File: config.mk
export PLATFORM = sky130hd
export DESIGN_NAME = decode_issue
export DESIGN_NICKNAME = d
export VERILOG_FILES = /design/src/rtl/isa_pkg.sv /design/src/rtl/reg_scoreboard.sv /design/src/rtl/decode_issue.sv
export SDC_FILE = /design/constraint.sdc
export NUM_CORES = 1
export LEC_CHECK = 0
export CAP_MARGIN = 20
export CORE_UTILIZATION = 43
export DETAILED_ROUTE_END_ITERATION = 10
export PLACE_DENSITY = 0.76
export SLEW_MARGIN = 20
export SYNTH_ARGS = -nofsm -noshare
export SYNTH_HDL_FRONTEND = slang
export SYNTH_SLANG_ARGS = --single-unit
File: constraint.sdc
create_clock -name clk -period 2.6 [get_ports clk]
set_input_delay 0.52 -clock clk [delete_from_list [all_inputs] [get_ports clk]]
set_output_delay 0.52 -clock clk [all_outputs]
set_load 0.02 [all_outputs]
File: src/rtl/isa_pkg.sv
// Shared instruction-format definitions for the decode/issue stage: field positions,
// instruction classes and the decoded-instruction record.
package isa_pkg;

    localparam int unsigned XLEN    = 32;
    localparam int unsigned OP_W    = 6;
    localparam int unsigned SEL_W   = 4;
    localparam int unsigned OP_LSB  = 26;
    localparam int unsigned RD_LSB  = 22;
    localparam int unsigned RS1_LSB = 18;
    localparam int unsigned RS2_LSB = 14;

    typedef enum logic [1:0] {
        CLS_R  = 2'b00,
        CLS_I  = 2'b01,
        CLS_SB = 2'b10,
        CLS_J  = 2'b11
    } cls_e;

    typedef struct packed {
        logic [OP_W-1:0]  op;
        logic [SEL_W-1:0] rd;
        logic [SEL_W-1:0] rs1;
        logic [SEL_W-1:0] rs2;
        logic [XLEN-1:0]  imm;
        logic             regwr;
        logic             uses_rs1;
        logic             uses_rs2;
    } dec_t;

    // Immediate occupies the low imm_w bits and is sign-extended to XLEN.
    function automatic dec_t decode(input logic [XLEN-1:0] instr, input int unsigned imm_w);
        dec_t             d;
        cls_e             cls;
        logic [XLEN-1:0]  hi_mask;
        logic [4:0]       sign_idx;
        d.op     = instr[OP_LSB +: OP_W];
        d.rd     = instr[RD_LSB +: SEL_W];
        d.rs1    = instr[RS1_LSB +: SEL_W];
        d.rs2    = instr[RS2_LSB +: SEL_W];
        hi_mask  = {XLEN{1'b1}} << imm_w;
        sign_idx = 5'(imm_w - 1);
        d.imm    = (instr & ~hi_mask) | ({XLEN{instr[sign_idx]}} & hi_mask);
        cls      = cls_e'(d.op[OP_W-1 -: 2]);
        d.uses_rs1 = (cls != CLS_J);
        d.uses_rs2 = (cls == CLS_R) || (cls == CLS_SB);
        d.regwr    = ((cls == CLS_R) || (cls == CLS_I)) && (d.rd != '0);
        return d;
    endfunction

endpackage

File: src/rtl/reg_scoreboard.sv
// Busy-register scoreboard: one bit per architectural register, set on issue, cleared on
// writeback (set wins on collision), with a combined RAW/WAW hazard query.
module reg_scoreboard #(
    parameter int unsigned NREGS = 16
) (
    input  logic                     clk,
    input  logic                     rst_n,
    input  logic                     i_set_en,
    input  logic [$clog2(NREGS)-1:0] i_set_sel,
    input  logic                     i_clr_en,
    input  logic [$clog2(NREGS)-1:0] i_clr_sel,
    input  logic                     i_rs1_en,
    input  logic [$clog2(NREGS)-1:0] i_rs1,
    input  logic                     i_rs2_en,
    input  logic [$clog2(NREGS)-1:0] i_rs2,
    input  logic                     i_rd_en,
    input  logic [$clog2(NREGS)-1:0] i_rd,
    output logic                     o_hazard,
    output logic [NREGS-1:0]         o_busy
);

    logic [NREGS-1:0] r_busy;
    logic [NREGS-1:0] w_busy_nxt;

    // R0 is hard-wired idle, so neither port may touch bit 0.
    always_comb begin
        w_busy_nxt = r_busy;
        if (i_clr_en && (i_clr_sel != '0)) begin
            w_busy_nxt[i_clr_sel] = 1'b0;
        end
        if (i_set_en && (i_set_sel != '0)) begin
            w_busy_nxt[i_set_sel] = 1'b1;
        end
    end

    always_ff @(posedge clk or negedge rst_n) begin
        if (!rst_n) begin
            r_busy <= '0;
        end else begin
            r_busy <= w_busy_nxt;
        end
    end

    assign o_hazard = (i_rs1_en & r_busy[i_rs1])
                    | (i_rs2_en & r_busy[i_rs2])
                    | (i_rd_en  & r_busy[i_rd]);
    assign o_busy   = r_busy;

endmodule

File: src/rtl/decode_issue.sv
// Decode and issue stage: holds one instruction until its operands are free, then moves it
// into a registered valid/ready output that drives the register-file selectors.
module decode_issue
    import isa_pkg::*;
#(
    parameter int unsigned NREGS = 16,
    parameter int unsigned IMM_W = 14
) (
    input  logic             clk,
    input  logic             rst_n,
    input  logic             in_valid,
    input  logic [31:0]      in_instr,
    output logic             in_ready,
    input  logic             wb_valid,
    input  logic [3:0]       wb_rd,
    output logic             out_valid,
    input  logic             out_ready,
    output logic [5:0]       out_op,
    output logic [3:0]       out_rd,
    output logic [3:0]       out_rs1,
    output logic [3:0]       out_rs2,
    output logic [31:0]      out_imm,
    output logic             out_regwr,
    output logic [NREGS-1:0] busy
);

    logic [31:0] r_ir;
    logic        r_ir_valid;
    logic        r_out_valid;
    logic [5:0]  r_out_op;
    logic [3:0]  r_out_rd;
    logic [3:0]  r_out_rs1;
    logic [3:0]  r_out_rs2;
    logic [31:0] r_out_imm;
    logic        r_out_regwr;

    dec_t        w_dec;
    logic        w_hazard;
    logic        w_issue;
    logic        w_accept;

    assign w_dec    = decode(r_ir, IMM_W);
    assign w_issue  = r_ir_valid & ~w_hazard & (~r_out_valid | out_ready);
    assign in_ready = ~r_ir_valid | w_issue;
    assign w_accept = in_valid & in_ready;

    reg_scoreboard #(
        .NREGS (NREGS)
    ) u_scoreboard (
        .clk       (clk),
        .rst_n     (rst_n),
        .i_set_en  (w_issue & w_dec.regwr),
        .i_set_sel (w_dec.rd),
        .i_clr_en  (wb_valid),
        .i_clr_sel (wb_rd),
        .i_rs1_en  (w_dec.uses_rs1),
        .i_rs1     (w_dec.rs1),
        .i_rs2_en  (w_dec.uses_rs2),
        .i_rs2     (w_dec.rs2),
        .i_rd_en   (w_dec.regwr),
        .i_rd      (w_dec.rd),
        .o_hazard  (w_hazard),
        .o_busy    (busy)
    );

    always_ff @(posedge clk or negedge rst_n) begin
        if (!rst_n) begin
            r_ir       <= '0;
            r_ir_valid <= 1'b0;
        end else if (w_accept) begin
            r_ir       <= in_instr;
            r_ir_valid <= 1'b1;
        end else if (w_issue) begin
            r_ir_valid <= 1'b0;
        end
    end

    // Output fields only change on issue, so they stay stable under backpressure.
    always_ff @(posedge clk or negedge rst_n) begin
        if (!rst_n) begin
            r_out_valid <= 1'b0;
            r_out_op    <= '0;
            r_out_rd    <= '0;
            r_out_rs1   <= '0;
            r_out_rs2   <= '0;
            r_out_imm   <= '0;
            r_out_regwr <= 1'b0;
        end else if (w_issue) begin
            r_out_valid <= 1'b1;
            r_out_op    <= w_dec.op;
            r_out_rd    <= w_dec.rd;
            r_out_rs1   <= w_dec.rs1;
            r_out_rs2   <= w_dec.rs2;
            r_out_imm   <= w_dec.imm;
            r_out_regwr <= w_dec.regwr;
        end else if (out_ready) begin
            r_out_valid <= 1'b0;
        end
    end

    assign out_valid = r_out_valid;
    assign out_op    = r_out_op;
    assign out_rd    = r_out_rd;
    assign out_rs1   = r_out_rs1;
    assign out_rs2   = r_out_rs2;
    assign out_imm   = r_out_imm;
    assign out_regwr = r_out_regwr;

endmodule
## Word-level counts from Yosys, hierarchy flattened

Index checks and enable logic that the tools add are counted.

- Register bits: 101
- Latch bits: 0
- Memory bits (writable): 0
- ROM bits: 0
- Bits of input ports: 41
- Output and inout port bits: 69
- Word-level logic and storage cells: 65
- Memories: 0

- Add/sub/neg operators: 0
- Multipliers: 0
- Divide/modulo/power cells: 0
- Magnitude comparators: 6
- Equality and inequality tests: 3
- Shifts and indexed selects: 0
- Multiplexer cells: 16
- Bitwise operators: 18
- Reductions and logical operators: 12

Operators with widths:

| operator | number |
|---|---|
| $mux 16 | 2 |
| $or 14x32->32 | 1 |
| $lt 4x5->1 const B | 4 |
| $and 16x16->16 | 1 |
| $not 16->16 | 1 |
| $or 16x16->16 | 1 |
| $bmux 1 s4 | 3 |
| $mux 1 | 9 |
| $demux 1 s4 | 2 |
| $ge 4x1->1 const B | 2 |
| $reduce_bool 4->1 | 2 |
| $and 1x1->1 | 7 |
| $logic_and 1x1->1 | 5 |
| $or 1x1->1 | 4 |
| $reduce_bool 2->1 | 2 |
| $not 1->1 | 3 |
| $eq 2x1->1 const B | 1 |
| $eq 2x2->1 const B | 1 |
| $logic_not 2->1 | 1 |
| $logic_or 1x1->1 | 2 |
| $ne 2x2->1 const B | 1 |

## Longest topological paths before layout

Gate-level depths: netlist of run 1.

- Depth in word-level cells: 11
- Depth in mapped cells: 9
- Mapped depth without buffers: 6

## Modules after synthesis

From an unflattened synthesis of run 1, not the netlist that was laid out.

- Cells, all modules: 283
- Area, all modules: 3818.7 µm²

Modules (own cells, without submodules):

| module | instances | cells an instance | area each (µm²) | sequential area each (µm²) |
|---|---|---|---|---|
| decode_issue | 1 | 173 | 2691.3 | 1676.6 |
| reg_scoreboard | 1 | 110 | 1127.3 | 400.4 |

## Least setup slack after synthesis of run 1

OpenSTA, ideal clock, no wires.

- Path kind: register -> output
- Start point: register r_ir[14]
- End point: output in_ready
- Arrival time: 2519 ps
- Data required time: 2080 ps
- Slack: -439 ps
- Stages on the path, launching flop included: 10
- Buffers on the path: 3
- Cell sequence: dfrtp_1 buf_2 mux2_1 or3_1 o211ai_2 nand3_2 or3_1 buf_2 buf_4 o21ai_0

- Longest elaborated chain between the ends: 9

Ends and longest elaborated chain:

| item | RTL line | source |
|---|---|---|
| from (decl) | decode_issue.sv:27 | `logic [31:0] r_ir;` |
| from (signal assigned) | decode_issue.sv:71 | `r_ir <= in_instr;` |
| $bmux 1 s4 | reg_scoreboard.sv:45 | `\| (i_rs2_en & r_busy[i_rs2])` |
| $mux 1 (not written as such) | reg_scoreboard.sv:45 |  |
| $and 1x1->1 | reg_scoreboard.sv:45 |  |
| $or 1x1->1 | reg_scoreboard.sv:45 |  |
| $or 1x1->1 | reg_scoreboard.sv:46 | `\| (i_rd_en & r_busy[i_rd]);` |
| $not 1->1 | decode_issue.sv:43 | `assign w_issue = r_ir_valid & ~w_hazard & (~r_out_valid \| out_ready);` |
| $and 1x1->1 (2 in series) | decode_issue.sv:43 |  |
| $or 1x1->1 | decode_issue.sv:44 | `assign in_ready = ~r_ir_valid \| w_issue;` |
| to (decl) | decode_issue.sv:13 | `output logic in_ready,` |

No other way between the ends. The select of a mux whose other input is x is not followed.

## Worst setup path in the final report of run 1

Ends and elaborated chain as after synthesis.

==> summary.md, run 1 <==
| Metric | Value |
|---|---|
| Gr usage total | `22.0%` |
| Top Ports | `110` |
| Number of synthesized flops with an enable pin | `0` |
| Vias in the first global route | `3057` |
| Fmax | `349 MHz` |
| 1st-iter DRT viols | `258` |
| HPWL after DPL | `6930 um` |
| Initial antenna violation count | `0` |
| Max-cap violations | `0` |
| Cts hold-fix bufs | `0` |
| Gr ovfl total | `0` |
| Area Overhead vs Synth | `46.3%` |
| Vias/cell | `5.42` |
| Mapped Area | `3870 um2` |
| Pre-Repair DR Iteration Count | `4` |
| CTS tree | `built` |
| Clk_skew | `0.0123 ns` |
| Synth Instances | `286` |
| Top-area cell type share of the netlist area | `53.7%` |
| P_leak | `2.40 nW` |
| Post-route ant nets | `0` |
| Vias | `2940` |
| Required time worst endpoint | `2.08 ns` |
| RSZ-0062 raised after global routing | `true` |
| Die H | `96.9 um` |
| Outcome | `finished, violations left` |
| WL/cell | `18.7 um` |
| DP Worst Slack | `-0.485 ns` |
| CTS Buf Count | `9` |
| Worst Setup End Kind | `primary output` |
| Fin area | `5660 um2` |
| Seq cells post-synth | `83` |
| Final Max Tran Viols | `0` |
| Core area | `8720 um2` |
| Worst-Margin Slew | `0.476 ns` |
| Yosys cell types | `37` |
| First-pass GRT wire length | `16000 um` |
| Failing checks | `setup timing` |
| CTS sink cnt | `83` |
| CP startpoint kind | `register` |
| Top_reg_cell synth | `dfrtp_1` |
| PnR worst setup slack | `-0.268 ns` |
| Crit path DAT | `2.35 ns` |
| Fin crit period | `2.87 ns` |
| Root buffer selected by CTS | `clkbuf_8` |
| FP Rows | `34` |
| Detailed Route WL | `10100 um` |
| Final setup viols | `9` |
| Clock-pin slew on the worst setup and hold paths | `0.09 ns` |
| Die ar. | `9380 um2` |
| Critical-path maximum fanout | `6` |
| Clk buf depth | `2` |
| Crit path kind | `register to primary output` |
| Final Cycle Share | `110%` |
| Ranking of synthesized cells by area | `dfrtp_1 54%, mux2_1 17%, buf_4 3.7%, mux4_2 3.5%, o31ai_1 2.9%` |
| Fin nets | `470` |
| Layout cells sized above 1 | `24.7%` |
| Post-synthesis sequential area ratio | `53.7%` |
| FFs w/ async S/R, synth | `100%` |
| Drc violations | `0` |
| RePlAce Congestion | `0.924` |
| # port buffers | `109` |
| Initial core utilization | `44.4%` |
| H-tree depth | `3` |
| Final Hold Fails | `0` |
| Syn_nets | `327` |
| Clk_lat worst skew | `0.36 ns` |
| ANT cells | `0` |
| Warnings from Yosys | `0` |
| Max IR drop VDD | `0.721 mV` |
| Power per cell area | `1610 nW/um2` |
| Syn_area_per_cell | `13.5 um2` |
| Largest net degree at the start of global routing | `32` |
| Post-DP Area | `5250 um2` |
| Tightest Hold Check Type | `primary input to asynchronous set/reset pin` |
| Leading area contributor after synthesis | `dfrtp_1` |
| Final TNS setup | `-0.373 ns` |
| Die Wd | `96.9 um` |
| Slew HR | `68.3%` |
[logic make-up after synthesis]
group	synth area share (%)
buffers and inverters	6.47
DFF	53.7
and+or+nand+nor	6.34
AOI/OAI and AO/OA	8.24
muxes	25.3
[cell usage after synthesis, types with 3 or more instances]
cell	n
o21ai_0	17
nand2_1	9
nand3_1	5
nand4_1	3
dfrtp_1	83
mux2i_1	10
buf_6	6
clkbuf_1	4
or3_1	5
inv_1	4
nor2_1	5
mux2_1	60
mux2_2	6
nand2b_1	4
buf_4	19
mux4_2	6
o31ai_1	15
nor2b_1	3
[through the flow]
stage	instances	hold WS [ns]	power, mW	utilization [%]
2_1_floorplan	286	0.224	5.58	-
3_3_place_gp	518	0.453	7.36	60.2
3_5_place_dp	518	0.460	7.47	60.2
4_1_cts	539	0.0628	8.81	63.8
5_1_grt	542	0.0660	9.66	64.9
6_report	542	0.0662	9.11	64.9
[power by group]
part	internal, mW	total (mW)	leakage (nW)	switching, mW
sequential	1.97	2.49	0.990	0.525
clock	0.543	1.01	0.103	0.471
combinational	3.02	5.61	1.31	2.59
[layout make-up]
class                           count  area, um2
Multi-Input combinational cell    168       1600
Inverter                            4       15.0
Timing Repair Buffer              163       1610
Clock buffer                       10        128
Clock inverter                      6       88.8
Sequential cell                    83       2080
Fill cell                         649       3060
Tap cell                          108        135
[flip-flops by register name (all words and copies together) (netlist names)]
signal	flops
out_rs1	4
out_imm	14
out_regwr	1
r_ir_valid	1
r_ir	32
out_op	6
out_rd	4
u_scoreboard.o_busy	16
out_valid	1
out_rs2	4
[path summary, 6_finish.rpt]
check,startpoint,endpoint,slack (ns),depth (start not counted)
min in group clk,out_rs1[2],out_rs1[2],0.49,1
max reg2reg,r_ir[14],r_ir[1],-0.03,10
min reg2reg,out_rs1[2],out_rs1[2],0.49,1
max,r_ir[14],in_ready,-0.27,7
min,rst_n,out_rd[0],0.07,1
max in group asynchronous,rst_n,r_ir[18],1.85,2
[routing by layer]
metal | track usage [%] | wire length [um] | vias to the layer above
li1 | - | - | 1325
met1 | 26.7 | 4060 | 1454
met2 | 36.9 | 4960 | 141
met3 | 7.66 | 863 | 20
met4 | 6.43 | 227 | 0
met5 | 0 | 0 | -
[critical path, cell delays in order (launching register included)]
cell      delay [ns]
dfrtp_2         0.47
mux2_4          0.31
or3_1           0.32
o211ai_2        0.09
nand3_2         0.10
or3_4           0.43
o21ai_4         0.14
buf_6           0.13
[cell usage in the layout, fill, tap and decap left out, drive strengths merged, types with 2 or more instances in the layout]
cell type and count:
a31oi 2, buf 54, bufinv 2, clkbuf 12, clkdlybuf4s50 107, clkinvlp 2
dfrtp 83, inv 5, mux2 66, mux2i 10, mux4 6, nand2 9
nand2b 4, nand3 6, nand3b 2, nand4 3, nor2 5, nor2b 3
o211ai 2, o21ai 18, o31ai 15, or3 5
[what timing repair did]
item / 4_1_cts / 5_1_grt
resized for setup: 13 / 18
pin swaps: 3 / 2
endpoints found under the setup margin: 33 / 62
buffers inserted: 3 / 4
gates cloned: 2 / 2
endpoints found under the hold margin: 0 / 0
Power figures use the tool's default switching activity.
==> inputs of run 2 (changes only) <==
--- a/config.mk
+++ b/config.mk
@@ -12,4 +12,5 @@
 export SLEW_MARGIN = 20
 export SYNTH_ARGS = -nofsm -noshare
 export SYNTH_HDL_FRONTEND = slang
+export SYNTH_HIERARCHICAL = 1
 export SYNTH_SLANG_ARGS = --single-unit
==> run 2 against run 1 <==
The flow still finishes with violations (setup timing); largest cell class unchanged; largest power group unchanged; critical endpoint unchanged; maximum frequency fell by 0.86%; critical path type unchanged; sequential power barely moved; combinational power shrank 6.2%; synthesized area is 1.3% lower.
==> summary.md, run 2 <==
| Metric | Value |
|---|---|
| Synth Instances | `283 (was 286)` |
| Slew HR | `59.9% (was 68.3%)` |
| Largest net degree at the start of global routing | `49 (was 32)` |
| Placed Instances | `516 (was 518)` |
| Fin crit period | `2.89 ns (was 2.87 ns)` |
| Vias/cell | `5.38 (was 5.42)` |
| Root buffer selected by CTS | `clkbuf_8 (unchanged)` |
| First-pass GRT wire length | `14400 um (was 16000 um)` |
| Top-area cell type share of the netlist area | `54.4% (was 53.7%)` |
| Worst hold margin | `0.155 ns (was 0.0662 ns)` |
| Max IR drop VDD | `0.748 mV (was 0.721 mV)` |
| Seq cells post-synth | `83 (unchanged)` |
| Critical R2R Launch | `r_ir[23] (was r_ir[14])` |
| Most frequent cells in the layout | `107 x clkdlybuf4s50_1, 79 x dfrtp_1, 55 x mux2_2, 44 x buf_4, 25 x o21ai_0 (was 107 x clkdlybuf4s50_1, 78 x dfrtp_1, 51 x mux2_1, 45 x buf_4, 16 x o21ai_0)` |
| Final TNS setup | `-0.293 ns (was -0.373 ns)` |
| Top Usage Layer GRT | `met2 (unchanged)` |
| Die H | `96.2 um (was 96.9 um)` |
| RePlAce Congestion | `0.837 (was 0.924)` |
| Syn_nets | `324 (was 327)` |
| Leading area contributor after synthesis | `dfrtp_1 (unchanged)` |
| PnR worst setup slack | `-0.293 ns (was -0.268 ns)` |
| Max reg flops | `32 (unchanged)` |
| 1st-iter DRT viols | `109 (was 258)` |
| Die Wd | `96.2 um (was 96.9 um)` |
| Max-cap violations | `0 (unchanged)` |
| Pre-Repair DR Iteration Count | `4 (unchanged)` |
| Critical-path maximum fanout | `6 (unchanged)` |
| Initial core utilization | `44.0% (was 44.4%)` |
| Grt met3 use | `3.71% (was 7.66%)` |
| RSZ-0062 raised after global routing | `true (unchanged)` |
| CP startpoint | `r_ir[23] (was r_ir[14])` |
| Vias | `2883 (was 2940)` |
| CTS Buf Count | `9 (unchanged)` |
| Biggest register | `r_ir (unchanged)` |
| CP startpoint kind | `register (unchanged)` |
| Worst-Margin Slew | `0.602 ns (was 0.476 ns)` |
| DP Worst Slack | `-0.438 ns (was -0.485 ns)` |
| HPWL after DPL | `6760 um (was 6930 um)` |
| Drc violations | `0 (unchanged)` |
| Leading cell type by number of instances after synthesis | `dfrtp_1 (unchanged)` |
| Clk_skew | `0.0138 ns (was 0.0123 ns)` |
| Post-route ant nets | `0 (unchanged)` |
| Fin area | `5570 um2 (was 5660 um2)` |
| Detailed Route WL | `9450 um (was 10100 um)` |
| ANT cells | `0 (unchanged)` |
| Commonest cells post-synth | `83 x dfrtp_1, 55 x mux2_2, 33 x o21ai_0, 19 x buf_4, 8 x nand2b_1 (was 83 x dfrtp_1, 60 x mux2_1, 19 x buf_4, 17 x o21ai_0, 15 x o31ai_1)` |
| M1 GR Usage | `28.1% (was 26.7%)` |
| Tightest Hold Check Type | `primary input to asynchronous set/reset pin (unchanged)` |
| Final Hold Fails | `0 (unchanged)` |
| R2r setup slk | `0.05 ns (was -0.03 ns)` |
| Final setup viols | `1 (was 9)` |
| Clock-pin slew on the worst setup and hold paths | `0.10 ns (was 0.09 ns)` |
| Cell count of the worst reg-to-reg path | `10 (unchanged)` |
| Layout cells sized above 1 | `37.9% (was 24.7%)` |
| Worst Setup End Kind | `primary output (unchanged)` |
| Mapped Area | `3820 um2 (was 3870 um2)` |
| Area Overhead vs Synth | `45.9% (was 46.3%)` |
| Crit path DAT | `2.37 ns (was 2.35 ns)` |
| H-tree depth | `3 (unchanged)` |
| FP Rows | `34 (unchanged)` |
| Clk_lat worst skew | `0.36 ns (about the same)` |
| Final Max Tran Viols | `0 (unchanged)` |
| Most common cell after layout, fill and taps aside | `clkdlybuf4s50_1 (unchanged)` |
| Fmax | `346 MHz (was 349 MHz)` |
| Warnings from Yosys | `6 (was 0)` |
| Gr ovfl total | `0 (unchanged)` |
| Ranking of synthesized cells by area | `dfrtp_1 54%, mux2_2 16%, o21ai_0 4.3%, buf_4 3.7%, mux4_2 3.5% (was dfrtp_1 54%, mux2_1 17%, buf_4 3.7%, mux4_2 3.5%, o31ai_1 2.9%)` |
| FILL cells | `680 (was 649)` |
| Outcome | `finished, violations left (unchanged)` |
| # port buffers | `109 (unchanged)` |
| Power per cell area | `1550 nW/um2 (was 1610 nW/um2)` |
| Post-synthesis sequential area ratio | `54.4% (was 53.7%)` |
| Clk buf depth | `2 (unchanged)` |
| CTS tree | `built (unchanged)` |
| Post-DP Area | `5220 um2 (was 5250 um2)` |
| Failing checks | `setup timing (unchanged)` |
| Syn_area_per_cell | `13.5 um2 (about the same)` |
| Gr usage total | `21.1% (was 22.0%)` |
| Cts hold-fix bufs | `0 (unchanged)` |
| Fin cells | `536 (was 542)` |
| Tot Pwr | `8.65 mW (was 9.11 mW)` |
| Yosys cell types | `39 (was 37)` |
| Fin util | `64.2% (was 64.9%)` |
| Top_reg_cell synth | `dfrtp_1 (unchanged)` |
| Fin nets | `464 (was 470)` |
| Global Route met2 Usage | `33.9% (was 36.9%)` |
| Crit path kind | `register to primary output (unchanged)` |
| Initial antenna violation count | `0 (unchanged)` |
| Required time worst endpoint | `2.08 ns (about the same)` |
| Final Cycle Share | `111% (was 110%)` |
| Number of synthesized flops with an enable pin | `0 (unchanged)` |
| WL/cell | `17.6 um (was 18.7 um)` |
| FFs w/ async S/R, synth | `100% (unchanged)` |
| Top Ports | `110 (unchanged)` |
| P_leak | `2.34 nW (was 2.40 nW)` |
| Core area | `8680 um2 (was 8720 um2)` |
| Vias in the first global route | `2858 (was 3057)` |
| FF-to-FF End | `out_rd[2] (was r_ir[1])` |
| Die ar. | `9260 um2 (was 9380 um2)` |
| CTS sink cnt | `83 (unchanged)` |
run 2: how the worst max path moves through the flow:
| stage | to | slack [ns] | cells past startpoint |
|---|---|---|---|
| after floorplan | in_ready | -0.04 | 10 |
| after global placement | in_ready | -0.38 | 9 |
| after detailed placement | in_ready | -0.44 | 9 |
| after CTS | in_ready | -0.25 | 9 |
| after global routing | in_ready | -0.44 | 10 |
| final | in_ready | -0.29 | 10 |
run 2: layer usage:
layer	routed length, um	share of wire, %
met4	187	2.0
met3	474	5.0
met1	4130	44
met2	4660	49
met5	0	0
run 2: cell type report:
cell class / count / area [um2] / share of cell area (%)
Clock inverter: 7 / 58.8 / 1.06
Timing Repair Buffer: 158 / 1490 / 26.8
Inverter: 4 / 15.0 / 0.269
Multi-Input combinational cell: 167 / 1670 / 29.9
Tap cell: 108 / 135 / 2.42
Clock buffer: 9 / 124 / 2.22
Sequential cell: 83 / 2080 / 37.4
run 2: cell families (layout without fill, tap and decap cells):
logic type	count (synthesis)	in the layout	share of synthesized area [%]
multiplexers	78	78	25.5
AND/OR/NAND/NOR	43	43	6.98
AO/OA/AOI/OAI	46	46	7.21
flip-flops	83	83	54.4
buffers and inverters	33	178	5.90
run 2: where the power goes:
group	switching [mW]	internal, mW	total, mW
Sequential	0.547	1.96	2.51
Combinational	2.32	2.95	5.26
Clock	0.512	0.366	0.878
Total	3.38	5.27	8.65
run 2: repair_timing:
| item | 4_1_cts | 5_1_grt |
|---|---|---|
| pin swaps | 2 | 6 |
| resized for setup | 20 | 23 |
| setup buffers | 0 | 4 |
| cloned | 0 | 1 |
| endpoints found under the setup margin | 13 | 64 |
run 2: worst max-delay path: stages (launching register included):
cell and delay [ns]:
dfrtp_2 0.48, nor4_4 0.06, nor2_1 0.22, or2b_1 0.26, a311oi_1 0.34, a21oi_2 0.10, nand4_1 0.11, nand2b_4 0.14
or2_4 0.13, nand2_4 0.05, buf_6 0.14
==> inputs of run 3 (changes only) <==
--- a/config.mk
+++ b/config.mk
@@ -6,6 +6,7 @@
 export NUM_CORES = 1
 export LEC_CHECK = 0
 export CAP_MARGIN = 20
+export CORE_ASPECT_RATIO = 0.7
 export CORE_UTILIZATION = 43
 export DETAILED_ROUTE_END_ITERATION = 10
 export PLACE_DENSITY = 0.76
==> run 3 against run 2 <==
The run still ends with setup timing left; final area is 2.0% higher; total power is 4.4% higher; sequential cell count stayed put; via count is 1.1% lower; register-to-register slack worse by 0.03 ns; first-iteration DRC count is 30% higher; largest power group unchanged; highest routed layer unchanged.
==> summary.md, run 3 (same netlist as run 2, synthesis figures left out) <==
| Metric | Value |
|---|---|
| Clock share of power | `13.1% (was 10.1%)` |
| Cells along the critical path | `mux4_2, mux2i_1, nand2_1, nand3_1, nand4_1, nand2b_4, or2_4, nand2_4, buf_6 (was nor4_4, nor2_1, or2b_1, a311oi_1, a21oi_2, nand4_1, nand2b_4, or2_4, nand2_4, buf_6)` |
| Placed Instances | `525 (was 516)` |
| Detailed Route WL | `9930 um (was 9450 um)` |
| Clock-pin slew on the worst setup and hold paths | `0.06 ns (was 0.10 ns)` |
| Crit-path slowest cell | `mux4_2 (was dfrtp_2)` |
| CTS Buf Count | `9 (unchanged)` |
| Post-route ant nets | `0 (unchanged)` |
| Clk_skew | `0.00663 ns (was 0.0138 ns)` |
| CTS tree | `built (unchanged)` |
| Cell Int Power | `5.65 mW (was 5.27 mW)` |
| PnR worst setup slack | `-0.285 ns (was -0.293 ns)` |
| Final Max Tran Viols | `0 (unchanged)` |
| Vias/cell | `5.22 (was 5.38)` |
| Outcome | `finished, violations left (unchanged)` |
| Root buffer selected by CTS | `clkbuf_16 (was clkbuf_8)` |
| Final Hold Fails | `0 (unchanged)` |
| Fmax | `347 MHz (was 346 MHz)` |
| Pre-Repair DR Iteration Count | `4 (unchanged)` |
| # port buffers | `109 (unchanged)` |
| Gr ovfl total | `0 (unchanged)` |
| Gr usage total | `22.5% (was 21.1%)` |
| Initial core utilization | `44.7% (was 44.0%)` |
| ANT cells | `0 (unchanged)` |
| Max-cap violations | `0 (unchanged)` |
| Die ar. | `9270 um2 (was 9260 um2)` |
| Vias | `2851 (was 2883)` |
| Power per cell area | `1590 nW/um2 (was 1550 nW/um2)` |
| Drc violations | `0 (unchanged)` |
| Worst Setup End Kind | `primary output (unchanged)` |
| Core area | `8550 um2 (was 8680 um2)` |
| DP Worst Slack | `-0.538 ns (was -0.438 ns)` |
| Fin nets | `462 (was 464)` |
| Fin cells | `546 (was 536)` |
| Die Wd | `115 um (was 96.2 um)` |
| Crit path kind | `register to primary output (unchanged)` |
| Fin crit period | `2.88 ns (was 2.89 ns)` |
| Final Cycle Share | `111% (about the same)` |
| Worst hold margin | `0.154 ns (was 0.155 ns)` |
| CTS sink cnt | `83 (unchanged)` |
| Die H | `80.8 um (was 96.2 um)` |
| Initial antenna violation count | `0 (unchanged)` |
| Comb pwr share | `58.9% (was 60.9%)` |
| Crit path DAT | `2.36 ns (was 2.37 ns)` |
| Area Overhead vs Synth | `48.9% (was 45.9%)` |
| Most frequent cells in the layout | `107 x clkdlybuf4s50_1, 80 x dfrtp_1, 56 x mux2_2, 43 x buf_4, 22 x o21ai_0 (was 107 x clkdlybuf4s50_1, 79 x dfrtp_1, 55 x mux2_2, 44 x buf_4, 25 x o21ai_0)` |
| Vias in the first global route | `2808 (was 2858)` |
| Tightest Hold Check Type | `primary input to asynchronous set/reset pin (unchanged)` |
| Required time worst endpoint | `2.08 ns (about the same)` |
| HPWL after DPL | `7030 um (was 6760 um)` |
| Max reg flops | `32 (unchanged)` |
| Final setup viols | `1 (unchanged)` |
| Top Ports | `110 (unchanged)` |
| Failing checks | `setup timing (unchanged)` |
| Biggest register | `r_ir (unchanged)` |
| Clk buf depth | `2 (unchanged)` |
| Final TNS setup | `-0.285 ns (was -0.293 ns)` |
| Sw power | `3.38 mW (about the same)` |
| Largest net degree at the start of global routing | `48 (was 49)` |
| RePlAce Congestion | `0.975 (was 0.837)` |
| FILL cells | `640 (was 680)` |
| Layout cells sized above 1 | `37.8% (was 37.9%)` |
| Sequential power share | `27.9% (was 29.0%)` |
| WL/cell | `18.2 um (was 17.6 um)` |
| Slew HR | `67.2% (was 59.9%)` |
| Worst-Margin Slew | `0.493 ns (was 0.602 ns)` |
| First-pass GRT wire length | `15200 um (was 14400 um)` |
| Most common cell after layout, fill and taps aside | `clkdlybuf4s50_1 (unchanged)` |
| Max IR drop VDD | `0.587 mV (was 0.748 mV)` |
| H-tree depth | `3 (unchanged)` |
| Fin util | `66.5% (was 64.2%)` |
| Max incr delay on CP | `0.48 ns (about the same)` |
| FP Rows | `28 (was 34)` |
| P_leak | `2.39 nW (was 2.34 nW)` |
| 1st-iter DRT viols | `142 (was 109)` |
| Critical-path maximum fanout | `4 (was 6)` |
| Clk_lat worst skew | `0.34 ns (was 0.36 ns)` |
| CP startpoint kind | `register (unchanged)` |
| RSZ-0062 raised after global routing | `true (unchanged)` |
| Switching Fraction | `37.4% (was 39.1%)` |
[run 3: critical path: cells and delay by family, from the launching register on]
| kind | cells | cell delay (ns) |
|---|---|---|
| buffers and inverters | 1 | 0.11 |
| flip-flops | 1 | 0.46 |
| AND/OR/NAND/NOR | 6 | 0.81 |
| multiplexers | 2 | 0.65 |
[run 3: cell type report]
class,count,area (um2),share of cell area (%)
Clock buffer,11,253,4.45
Clock inverter,5,27.5,0.484
Inverter,4,15.0,0.264
Multi-Input combinational cell,167,1660,29.2
Sequential cell,83,2080,36.6
Tap cell,120,150,2.64
Timing Repair Buffer,156,1500,26.4
[run 3: what timing repair did]
action / in CTS / in global routing
hold buffers: 0 / 0
cloned: 0 / 1
setup buffers: 4 / 1
pin swaps: 5 / 9
gates resized for setup: 21 / 22
setup endpoints to repair: 74 / 80
[run 3: worst paths after layout]
check	end	slack, ns	cells past startpoint	start
max	in_ready	-0.28	9	u_scoreboard/o_busy[10]
min	out_rs2[1]	0.15	1	rst_n
max reg2reg	u_scoreboard/o_busy[14]	0.02	11	u_scoreboard/o_busy[10]
min reg2reg	r_ir[5]	0.48	1	r_ir[5]
max in group asynchronous	out_imm[12]	1.82	2	rst_n
min in group clk	r_ir[5]	0.48	1	r_ir[5]
[run 3: power groups by stage]
stage          Clock, mW  Sequential [mW]  Combinational, mW
4_1_cts             1.21             2.51               5.10
3_3_place_gp           0             2.47               4.83
6_report            1.19             2.52               5.32
2_1_floorplan          0             2.84               2.69
5_1_grt             1.27             2.61               5.64
3_5_place_dp           0             2.51               4.94
[run 3: routing by layer]
layer	vias to the layer above	track usage, %	routed length (um)
li1	1296	-	-
met1	1419	30.5	4600
met2	124	34.2	4400
met3	12	7.84	825
met4	0	6.23	104
met5	-	0	0
[run 3: stage by stage]
step                      total power, mW  cell area (um2)
final                                9.03             5690
after global routing                 9.53             5690
after CTS                            8.82             5590
after detailed placement             7.45             5230
after global placement               7.31             5230
after floorplan                      5.53             3840
